===== config.mk =====
export PLATFORM = sky130hd
export DESIGN_NAME = spike_rate_monitor
export DESIGN_NICKNAME = d
export VERILOG_FILES = /design/src/rtl/lif_pkg.sv /design/src/rtl/spike_counter_sat.sv /design/src/rtl/spike_rate_monitor.sv
export SDC_FILE = /design/constraint.sdc
export NUM_CORES = 1
export LEC_CHECK = 0
export BUFFER_PORTS_ARGS = -buffer_cell sky130_fd_sc_hd__buf_2
export CORE_AREA = 2 2 103 105
export CTS_CLUSTER_SIZE = 20
export DETAILED_ROUTE_END_ITERATION = 10
export DIE_AREA = 0 0 105 107
export MAX_ROUTING_LAYER = met4
export SETUP_SLACK_MARGIN = 0.5
export SLEW_MARGIN = 10
export SYNTH_ARGS = -nofsm -noshare
export SYNTH_HDL_FRONTEND = slang
export SYNTH_HIERARCHICAL = 1
export SYNTH_SLANG_ARGS = --single-unit
export TNS_END_PERCENT = 30

===== constraint.sdc =====
create_clock -name clk_i -period 6.1 [get_ports clk_i]
set_clock_uncertainty 0.2 [all_clocks]
set_input_delay 1.525 -clock clk_i [delete_from_list [all_inputs] [get_ports clk_i]]
set_output_delay 1.525 -clock clk_i [all_outputs]
set_load 0.01 [all_outputs]

===== src/rtl/lif_pkg.sv =====
// Shared constants for the LIF network observers: default widths, monitor FSM encodings
// and the spike channel index map.
package lif_pkg;

  localparam int unsigned LIF_N_CH  = 4;
  localparam int unsigned LIF_CNT_W = 6;
  localparam int unsigned LIF_WIN_W = 8;

  localparam logic [0:0] MON_IDLE  = 1'b0;
  localparam logic [0:0] MON_COUNT = 1'b1;

  // Bit positions of the network spike lines on spike_in_i.
  localparam int unsigned CH_SPIKE_1   = 0;
  localparam int unsigned CH_SPIKE_2   = 1;
  localparam int unsigned CH_SPIKE_3   = 2;
  localparam int unsigned CH_SPIKE_OUT = 3;

endpackage


===== src/rtl/spike_counter_sat.sv =====
// Per-channel spike counter that saturates at all-ones instead of wrapping.
module spike_counter_sat #(
  parameter int unsigned CNT_W = 6
) (
  input  logic             clk_i,
  input  logic             rst_ni,
  input  logic             clr_i,
  input  logic             inc_i,
  output logic [CNT_W-1:0] count_o
);

  logic [CNT_W-1:0] count_q, count_d;

  always_comb begin
    count_d = count_q;
    if (clr_i) begin
      count_d = '0;
    end else if (inc_i && (count_q != '1)) begin
      count_d = count_q + CNT_W'(1);
    end
  end

  always_ff @(posedge clk_i or negedge rst_ni) begin
    if (!rst_ni) begin
      count_q <= '0;
    end else begin
      count_q <= count_d;
    end
  end

  assign count_o = count_q;

endmodule


===== src/rtl/spike_rate_monitor.sv =====
// Windowed spike-rate monitor: counts spikes per channel over a programmable window and
// publishes the counts plus the most active channel through a valid/ready handshake.
module spike_rate_monitor
  import lif_pkg::*;
#(
  parameter int unsigned N_CH  = LIF_N_CH,
  parameter int unsigned CNT_W = LIF_CNT_W,
  parameter int unsigned WIN_W = LIF_WIN_W
) (
  input  logic                     clk_i,
  input  logic                     rst_ni,
  input  logic                     enable_i,
  input  logic [WIN_W-1:0]         window_len_i,
  input  logic [N_CH-1:0]          spike_in_i,
  input  logic                     clear_ovr_i,
  output logic [N_CH*CNT_W-1:0]    rate_out_o,
  output logic [$clog2(N_CH)-1:0]  winner_o,
  output logic                     rate_valid_o,
  input  logic                     rate_ready_i,
  output logic                     overrun_o,
  output logic                     busy_o
);

  localparam int unsigned WinW = $clog2(N_CH);
  localparam int unsigned TmrW = WIN_W + 1;

  logic [0:0]                   state_q, state_d;
  logic [TmrW-1:0]              timer_q, timer_d;
  logic [TmrW-1:0]              win_cycles;
  logic [N_CH-1:0][CNT_W-1:0]   cnt, cnt_fin, rate_q, rate_d;
  logic [WinW-1:0]              winner_q, winner_d, win_best;
  logic                         valid_q, valid_d, overrun_q, overrun_d;
  logic                         counting, last, load, accept, cnt_clr;

  // A zero length register selects the longest window, 2^WIN_W cycles.
  assign win_cycles = (window_len_i == '0) ? {1'b1, {WIN_W{1'b0}}} : {1'b0, window_len_i};

  assign counting = (state_q == MON_COUNT);
  assign last     = counting && (timer_q == TmrW'(1));
  assign load     = last;
  assign accept   = valid_q && rate_ready_i;
  assign cnt_clr  = !counting || last || !enable_i;

  for (genvar g = 0; g < N_CH; g++) begin : g_cnt
    spike_counter_sat #(
      .CNT_W(CNT_W)
    ) u_cnt (
      .clk_i  (clk_i),
      .rst_ni (rst_ni),
      .clr_i  (cnt_clr),
      .inc_i  (spike_in_i[g]),
      .count_o(cnt[g])
    );
  end

  // Final counts include the spikes of the last window cycle itself.
  always_comb begin
    for (int unsigned i = 0; i < N_CH; i++) begin
      cnt_fin[i] = (spike_in_i[i] && (cnt[i] != '1)) ? cnt[i] + CNT_W'(1) : cnt[i];
    end
  end

  // Strict greater-than keeps the lowest index on ties.
  always_comb begin
    win_best = '0;
    for (int unsigned i = 1; i < N_CH; i++) begin
      if (cnt_fin[i] > cnt_fin[win_best]) begin
        win_best = WinW'(i);
      end
    end
  end

  always_comb begin
    state_d = state_q;
    timer_d = timer_q;
    case (state_q)
      MON_IDLE: begin
        if (enable_i) begin
          state_d = MON_COUNT;
          timer_d = win_cycles;
        end
      end
      MON_COUNT: begin
        if (last) begin
          if (enable_i) begin
            timer_d = win_cycles;
          end else begin
            state_d = MON_IDLE;
            timer_d = '0;
          end
        end else if (!enable_i) begin
          state_d = MON_IDLE;
          timer_d = '0;
        end else begin
          timer_d = timer_q - TmrW'(1);
        end
      end
      default: begin
        state_d = MON_IDLE;
        timer_d = '0;
      end
    endcase
  end

  always_comb begin
    rate_d    = rate_q;
    winner_d  = winner_q;
    valid_d   = valid_q;
    overrun_d = overrun_q;
    if (load) begin
      rate_d   = cnt_fin;
      winner_d = win_best;
      valid_d  = 1'b1;
    end else if (accept) begin
      valid_d = 1'b0;
    end
    // An unaccepted result being replaced sets the flag; set beats clear.
    if (load && valid_q && !rate_ready_i) begin
      overrun_d = 1'b1;
    end else if (clear_ovr_i) begin
      overrun_d = 1'b0;
    end
  end

  always_ff @(posedge clk_i or negedge rst_ni) begin
    if (!rst_ni) begin
      state_q   <= MON_IDLE;
      timer_q   <= '0;
      rate_q    <= '0;
      winner_q  <= '0;
      valid_q   <= 1'b0;
      overrun_q <= 1'b0;
    end else begin
      state_q   <= state_d;
      timer_q   <= timer_d;
      rate_q    <= rate_d;
      winner_q  <= winner_d;
      valid_q   <= valid_d;
      overrun_q <= overrun_d;
    end
  end

  assign rate_out_o   = rate_q;
  assign winner_o     = winner_q;
  assign rate_valid_o = valid_q;
  assign overrun_o    = overrun_q;
  assign busy_o       = counting;

endmodule


==> results of run 1 <==
-- critical path, delay by kind of cell --
family,cells,cell delay (ns)
fa+ha+maj,3,0.97
compound gates,11,1.61
simple gates,5,0.81
buf+inv,4,0.56
mux,1,0.30
-- cell type report --
class / count / area, sq um / share of cell area, %
Timing Repair Buffer: 82 / 516.7 / 9.845
Tap cell: 136 / 170.2 / 3.242
Multi-Input combinational cell: 367 / 2715 / 51.73
Sequential cell: 62 / 1551 / 29.56
Clock inverter: 3 / 42.54 / 0.8105
Clock buffer: 13 / 158.9 / 3.027
Inverter: 25 / 93.84 / 1.788
-- registers in the layout (all words and copies together) (netlist names) --
register and flops:
busy_o 1, g_cnt.u_cnt/count_o 24, overrun_o 1, rate_out_o 24
rate_valid_o 1, timer_q 9, winner_o 2
-- worst max path at each step --
stage	startpoint	slack, ns	endpoint
2_1_floorplan	spike_in_i[1]	0.15	winner_o[0]
3_3_place_gp	spike_in_i[1]	0.04	winner_o[0]
3_5_place_dp	spike_in_i[1]	-0.07	winner_o[0]
4_1_cts	spike_in_i[1]	0.43	winner_o[0]
5_1_grt	spike_in_i[1]	0.13	winner_o[0]
6_report	spike_in_i[0]	0.34	winner_o[0]
-- routing by layer --
| metal | vias up | share of wire, % |
|---|---|---|
| li1 | 1934 | - |
| met1 | 1870 | 45 |
| met2 | 70 | 50 |
| met3 | 19 | 3.2 |
| met4 | 0 | 1.8 |
| met5 | - | 0 |
-- cells by family after synthesis --
kind of cell / share of synthesized area [%]
muxes: 6.365
xor gates and xnor gates: 2.259
and+or+nand+nor: 20.62
buffers and inverters: 4.253
DFF: 36.37
AOI/OAI and AO/OA: 21.94
adders and majority gates: 8.184
-- power by group --
part / leakage [nW] / switching, mW / internal, mW
sequential: 0.817 / 0.0527 / 0.483
combinational: 1.54 / 0.302 / 0.272
clock: 0.0996 / 0.162 / 0.211
-- timing repair --
item                                    4_1_cts  5_1_grt
gates cloned                                  0        0
gates resized for setup                      15       11
pin swaps                                    19       13
hold endpoints to repair                      0        0
buffers inserted                              5        2
endpoints found under the setup margin        2        2
hold buffers                                  0        0
-- layout by cell type, fill, tap and decap left out, types with 7 or more instances in the layout --
cell      netlist  final
a31oi_1        12     12
o211ai_1       10     10
clkbuf_8        0     11
nor2_1         21     20
dfrtp_1        62     62
a211oi_1        9      9
nor3b_1         8      8
buf_4           0     35
nor4_1          8      7
mux2_2         12     12
nand3_1        20     18
buf_2           1     44
inv_1          25     24
ha_1           27     21
o21ai_0        37     30
nand4_1        15     15
o311ai_0        9      9
a21oi_1        14     13
nand2_1        54     54
nor3_1         11     11
-- through the flow --
stage                     power, mW  setup slack [ns]
after floorplan              0.8716            0.1535
after global placement        1.025           0.04072
after detailed placement      1.043          -0.06765
after CTS                     1.462            0.4254
after global routing          1.594            0.1342
final                         1.483            0.3396
==> impl_metrics.env, run 1 <==
export IMPL_syn_area_per_cell_sq_um=9.095
export IMPL_rr_startpoint="g_cnt[1].u_cnt/count_o[1]"
export IMPL_critPathKind="in2reg"
export IMPL_rsz0062_at_grt="true"
export IMPL_crit_arrival_ns=5.77
export IMPL_fill_cells=977
export IMPL_setup_viol=0
export IMPL_yosys_warnings=6
export IMPL_ys_seq_area_share_pct=36.37
export IMPL_boundaryPins=46
export IMPL_drtIter0Drc=138
export IMPL_final_core_util_pct=52.01
export IMPL_final_cells=688
export IMPL_syn2layout_area_growth_pct=23.06
export IMPL_grt_total_usage_pct=20.36
export IMPL_nets=591
export IMPL_slew_violations=0
export IMPL_dieArea_sq_um=11240
export IMPL_status="finished, final reports clean"
export IMPL_ys_flop_type="dfrtp_1"
export IMPL_min_to="rate_out_o[9]"
export IMPL_busiest_layer="met2"
export IMPL_die_y_um=107
export IMPL_slew_headroom_pct=46.60
export IMPL_synth_area_leaders="dfrtp_1 36%, ha_1 7.9%, nand2_1 4.8%"
export IMPL_initial_core_util_pct=42.26
export IMPL_hold_path_class="reg2reg"
export IMPL_rr_worst_depth=26
export IMPL_cts_tree="yes"
export IMPL_clkTransAtPathRegs_ns=0.07
export IMPL_grt_use_met2_pct=33.91
export IMPL_hp_start="rate_out_o[9]"
export IMPL_numCtsBuffers=9
export IMPL_rrSetupSlack_ns=0.61
export IMPL_grt_pass1_vias=3822
export IMPL_p_leak_nw=2.458
export IMPL_drtAntennaViolNets=0
export IMPL_hpwl_mm=7.499
export IMPL_vias_per_cell=5.658
export IMPL_num_antenna_cells=0
export IMPL_die_x_um=105
export IMPL_irDropWorstVdd_mv=0.09752
export IMPL_synth_most_common_cell="dfrtp_1"
export IMPL_path_cells="buf_2, buf_4, a31oi_1, a31oi_1, ha_1, nand3_4, or3_4, a21oi_4, buf_6, mux2_4, ha_1, nand3_2, a21oi_2, buf_4, o21ai_4, a31oi_1, nand3_1, ha_1, nor2b_4, o21a_1, o21a_1, o21ai_1, a21o_1, o211ai_1"
export IMPL_htreeDepth=3
export IMPL_drc=0
export IMPL_endpoint_kind="flip-flop"
export IMPL_clock_sinks=62
export IMPL_post_dp_cell_area_sq_um=4881
export IMPL_final_area_sq_um=5249
export IMPL_grt_antenna_before_repair=0
export IMPL_required_ns=6.11
export IMPL_min_period_ns=5.760
export IMPL_synth_common_cells="62 x dfrtp_1, 54 x nand2_1, 37 x o21ai_0, 27 x ha_1, 25 x inv_1"
export IMPL_yosys_area_top_type="dfrtp_1"
export IMPL_syn_area_sq_um=4265
export IMPL_synth_edff_count=0
export IMPL_worstSetupStartpointType="primary input"
export IMPL_setup_tns_ns=0
export IMPL_vias=3893
export IMPL_yosys_area_top_type_share_pct=36.37
export IMPL_worstPathMaxFanout=6
export IMPL_crit_path_max_incr_delay_ns=0.41
export IMPL_grt_overflow=0
export IMPL_port_buffers=45
export IMPL_row_count=37
export IMPL_use_met3_pct=3.647
export IMPL_wl_per_cell_um=15.26
export IMPL_worst_path_max_delay_cell="or3_4"
export IMPL_max_freq_mhz=173.6
export IMPL_worst_pin_slew_ns=0.8011
export IMPL_whs_path_depth=2
export IMPL_clock_latency_ns=0.35
export IMPL_cts_root_buf="clkbuf_8"
export IMPL_r2r_end="winner_o[0]"
export IMPL_core_area_sq_um=10090
export IMPL_yosysUniqueCellTypes=53
export IMPL_fin_crit_sh_pct=94.43
export IMPL_placed_cells=665
export IMPL_finalHoldViolCount=0
export IMPL_max_cap_viol_count=0
export IMPL_clock_path_buffers=2
export IMPL_firstDrtPassIters=5
export IMPL_powerDensity_nw_per_um2=282.5
export IMPL_async_reset_ff_share_pct=100.0
export IMPL_drive_above_1_share_pct=27.17
export IMPL_holdWs_ns=0.2771
export IMPL_globalplace_congestion=0.9298
export IMPL_synth_ff_latch_count=62
export IMPL_syn_instance_count=469
export IMPL_grt_max_degree=63
export IMPL_grtUsageMet1_pct=25.03
export IMPL_grt_first_pass_wirelength_mm=18.17
export IMPL_finalWirelength_mm=10.50
export IMPL_syn_nets=513
No activity file was read; power rests on OpenSTA's default activity.
==> run 2, diff against run 1 <==
- ABC_AREA: default -> 1
- CORE_AREA: 2 2 103 105 -> 2 2 105 107
- DIE_AREA: 0 0 105 107 -> 0 0 107 109
- SETUP_SLACK_MARGIN: 0.5 -> 0.2
==> impl_metrics.env, run 2 <==
export IMPL_drtIter0Drc=300
export IMPL_required_ns=6.13
export IMPL_multi_input_area_sq_um=2581
export IMPL_synth_most_common_cell="nand2_1"
export IMPL_final_common_cell="nand2_1"
export IMPL_worstSetupStartpointType="primary input"
export IMPL_globalplace_congestion=0.8700
export IMPL_ys_flop_type="dfrtp_1"
export IMPL_rsz0062_at_grt="false"
export IMPL_clock_latency_ns=0.35
export IMPL_grt_max_degree=63
export IMPL_cts_root_buf="clkbuf_8"
export IMPL_worst_pin_slew_ns=0.8898
export IMPL_drtAntennaViolNets=0
export IMPL_ys_seq_area_share_pct=35.25
export IMPL_min_period_ns=5.611
export IMPL_fill_cells=1055
export IMPL_grt_total_usage_pct=18.82
export IMPL_vias=4038
export IMPL_wl_per_cell_um=12.53
export IMPL_yosys_warnings=6
export IMPL_p_seq_share_pct=41.6
export IMPL_clkPwrFrac_pct=25.2
export IMPL_crit_arrival_ns=5.64
export IMPL_numCtsBuffers=9
export IMPL_htreeDepth=3
export IMPL_powerDensity_nw_per_um2=265.5
export IMPL_yosys_area_top_type_share_pct=35.25
export IMPL_switching_share_pct=35.87
export IMPL_pre_cts_ws_ns=0.02954
export IMPL_syn2layout_area_growth_pct=16.54
export IMPL_syn_nets=649
export IMPL_crit_path_frequent_cell="nand2_1"
export IMPL_worst_path_max_delay_cell="ha_1"
export IMPL_max_cap_viol_count=0
export IMPL_hold_path_class="reg2reg"
export IMPL_yosys_area_top_type="dfrtp_1"
export IMPL_final_area_sq_um=5130
export IMPL_async_reset_ff_share_pct=100.0
export IMPL_seqCellArea_sq_um=1551
export IMPL_grt_first_pass_wirelength_mm=16.95
export IMPL_boundaryPins=46
export IMPL_syn_area_per_cell_sq_um=7.276
export IMPL_setup_tns_ns=0
export IMPL_final_core_util_pct=48.38
export IMPL_synth_ff_latch_count=62
export IMPL_syn_instance_count=605
export IMPL_max_freq_mhz=178.2
export IMPL_clkTransAtPathRegs_ns=0.07
export IMPL_die_x_um=107
export IMPL_syn_area_sq_um=4402
export IMPL_cts_tree="yes"
export IMPL_status="finished, final reports clean"
export IMPL_num_antenna_cells=0
export IMPL_die_y_um=109
export IMPL_firstDrtPassIters=5
export IMPL_post_dp_cell_area_sq_um=4797
export IMPL_power_frac_comb_pct=33.2
export IMPL_most_common_layout_cells="148 x nand2_1, 82 x inv_1, 62 x dfrtp_1, 56 x nand3_1, 48 x nor2_1"
export IMPL_finalWirelength_mm=10.16
export IMPL_power_switching_mw=0.4885
export IMPL_worstPathMaxFanout=10
export IMPL_initial_core_util_pct=41.52
export IMPL_fin_crit_sh_pct=91.98
export IMPL_port_buffers=45
export IMPL_finalHoldViolCount=0
export IMPL_drc=0
export IMPL_setup_slack_ns=0.4893
export IMPL_setup_viol=0
export IMPL_grt_overflow=0
export IMPL_slew_violations=0
export IMPL_grt_antenna_before_repair=0
export IMPL_core_area_sq_um=10600
export IMPL_row_count=38
export IMPL_cts_hold_buf=0
export IMPL_hpwl_mm=7.376
export IMPL_drive_above_1_share_pct=20.12
export IMPL_dieArea_sq_um=11660
export IMPL_vias_per_cell=4.979
export IMPL_nets=710
export IMPL_critPathKind="in2reg"
export IMPL_yosysUniqueCellTypes=35
export IMPL_synth_area_leaders="dfrtp_1 35%, nand2_1 13%, ha_1 7.7%"
export IMPL_clock_path_buffers=2
export IMPL_p_leak_nw=2.595
export IMPL_clock_sinks=62
export IMPL_irDropWorstVdd_mv=0.1334
export IMPL_synth_common_cells="151 x nand2_1, 84 x inv_1, 62 x dfrtp_1, 57 x nand3_1, 52 x nor2_1"
export IMPL_synth_edff_count=0
export IMPL_endpoint_kind="flip-flop"
export IMPL_p_int_mw=0.8735
export IMPL_slew_headroom_pct=40.53
export IMPL_grt_pass1_vias=3767
export IMPL_crit_path_max_incr_delay_ns=0.31
## run 2: cell families after synthesis
kind of cell | Yosys count | share of synthesized area, %
simple gates | 336 | 36.30
flops | 62 | 35.25
buf+inv | 93 | 7.959
xor+xnor | 19 | 3.781
compound gates | 68 | 9.039
fa+ha+maj | 27 | 7.675
## run 2: worst max-delay path, delay by kind of cell
family / cells / cell delay (ns)
and+or+nand+nor: 15 / 1.59
AOI/OAI and AO/OA: 7 / 1.02
adders and majority gates: 3 / 0.82
buffers and inverters: 5 / 0.47
xor gates and xnor gates: 1 / 0.22
## run 2: area by class of cell
class	count	share of cell area, %
Multi-Input combinational cell	451	50.32
Sequential cell	62	30.24
Inverter	86	6.293
Timing Repair Buffer	56	6.098
Tap cell	140	3.415
Clock buffer	13	3.293
Clock inverter	3	0.3415
## run 2: final timing paths
check,from,to,slack [ns],depth (start not counted)
min reg2reg,rate_out_o[9],rate_out_o[9],0.27,2
min,rate_out_o[9],rate_out_o[9],0.27,2
max in group asynchronous,rst_ni,g_cnt[2].u_cnt/count_o[1],4.02,2
min in group asynchronous,rst_ni,timer_q[3],1.13,2
max,spike_in_i[0],winner_o[1],0.49,31
max reg2reg,g_cnt[0].u_cnt/count_o[0],winner_o[1],0.98,32
## run 2: stage by stage
stage	total power, mW	hold slack (ns)	cells
after global placement	0.9983	0.2581	786
after CTS	1.354	0.2801	802
after global routing	1.464	0.2874	811
after detailed placement	1.006	0.2632	786
after floorplan	0.8385	0.3150	605
final	1.362	0.2746	811
## run 2: repair_timing
item,in CTS,in global routing
buffers inserted,0,8
gates resized for setup,0,23
endpoints found under the setup margin,0,2
## run 2: metal layers
| metal | wire length [um] | up-vias | global-route usage (%) | part of all wire (%) |
|---|---|---|---|---|
| li1 | - | 2070 | - | - |
| met1 | 4794 | 1860 | 23.54 | 47 |
| met2 | 4745 | 91 | 30.12 | 47 |
| met3 | 356 | 17 | 2.510 | 3.5 |
| met4 | 262 | 0 | 9.369 | 2.6 |
| met5 | 0 | - | - | 0 |
## run 2: power by group through the flow
stage	combinational (mW)	clock [mW]	sequential, mW
after global placement	0.423	0	0.575
final	0.452	0.343	0.567
after global routing	0.514	0.369	0.581
after detailed placement	0.431	0	0.575
after CTS	0.433	0.352	0.568
after floorplan	0.231	0	0.608
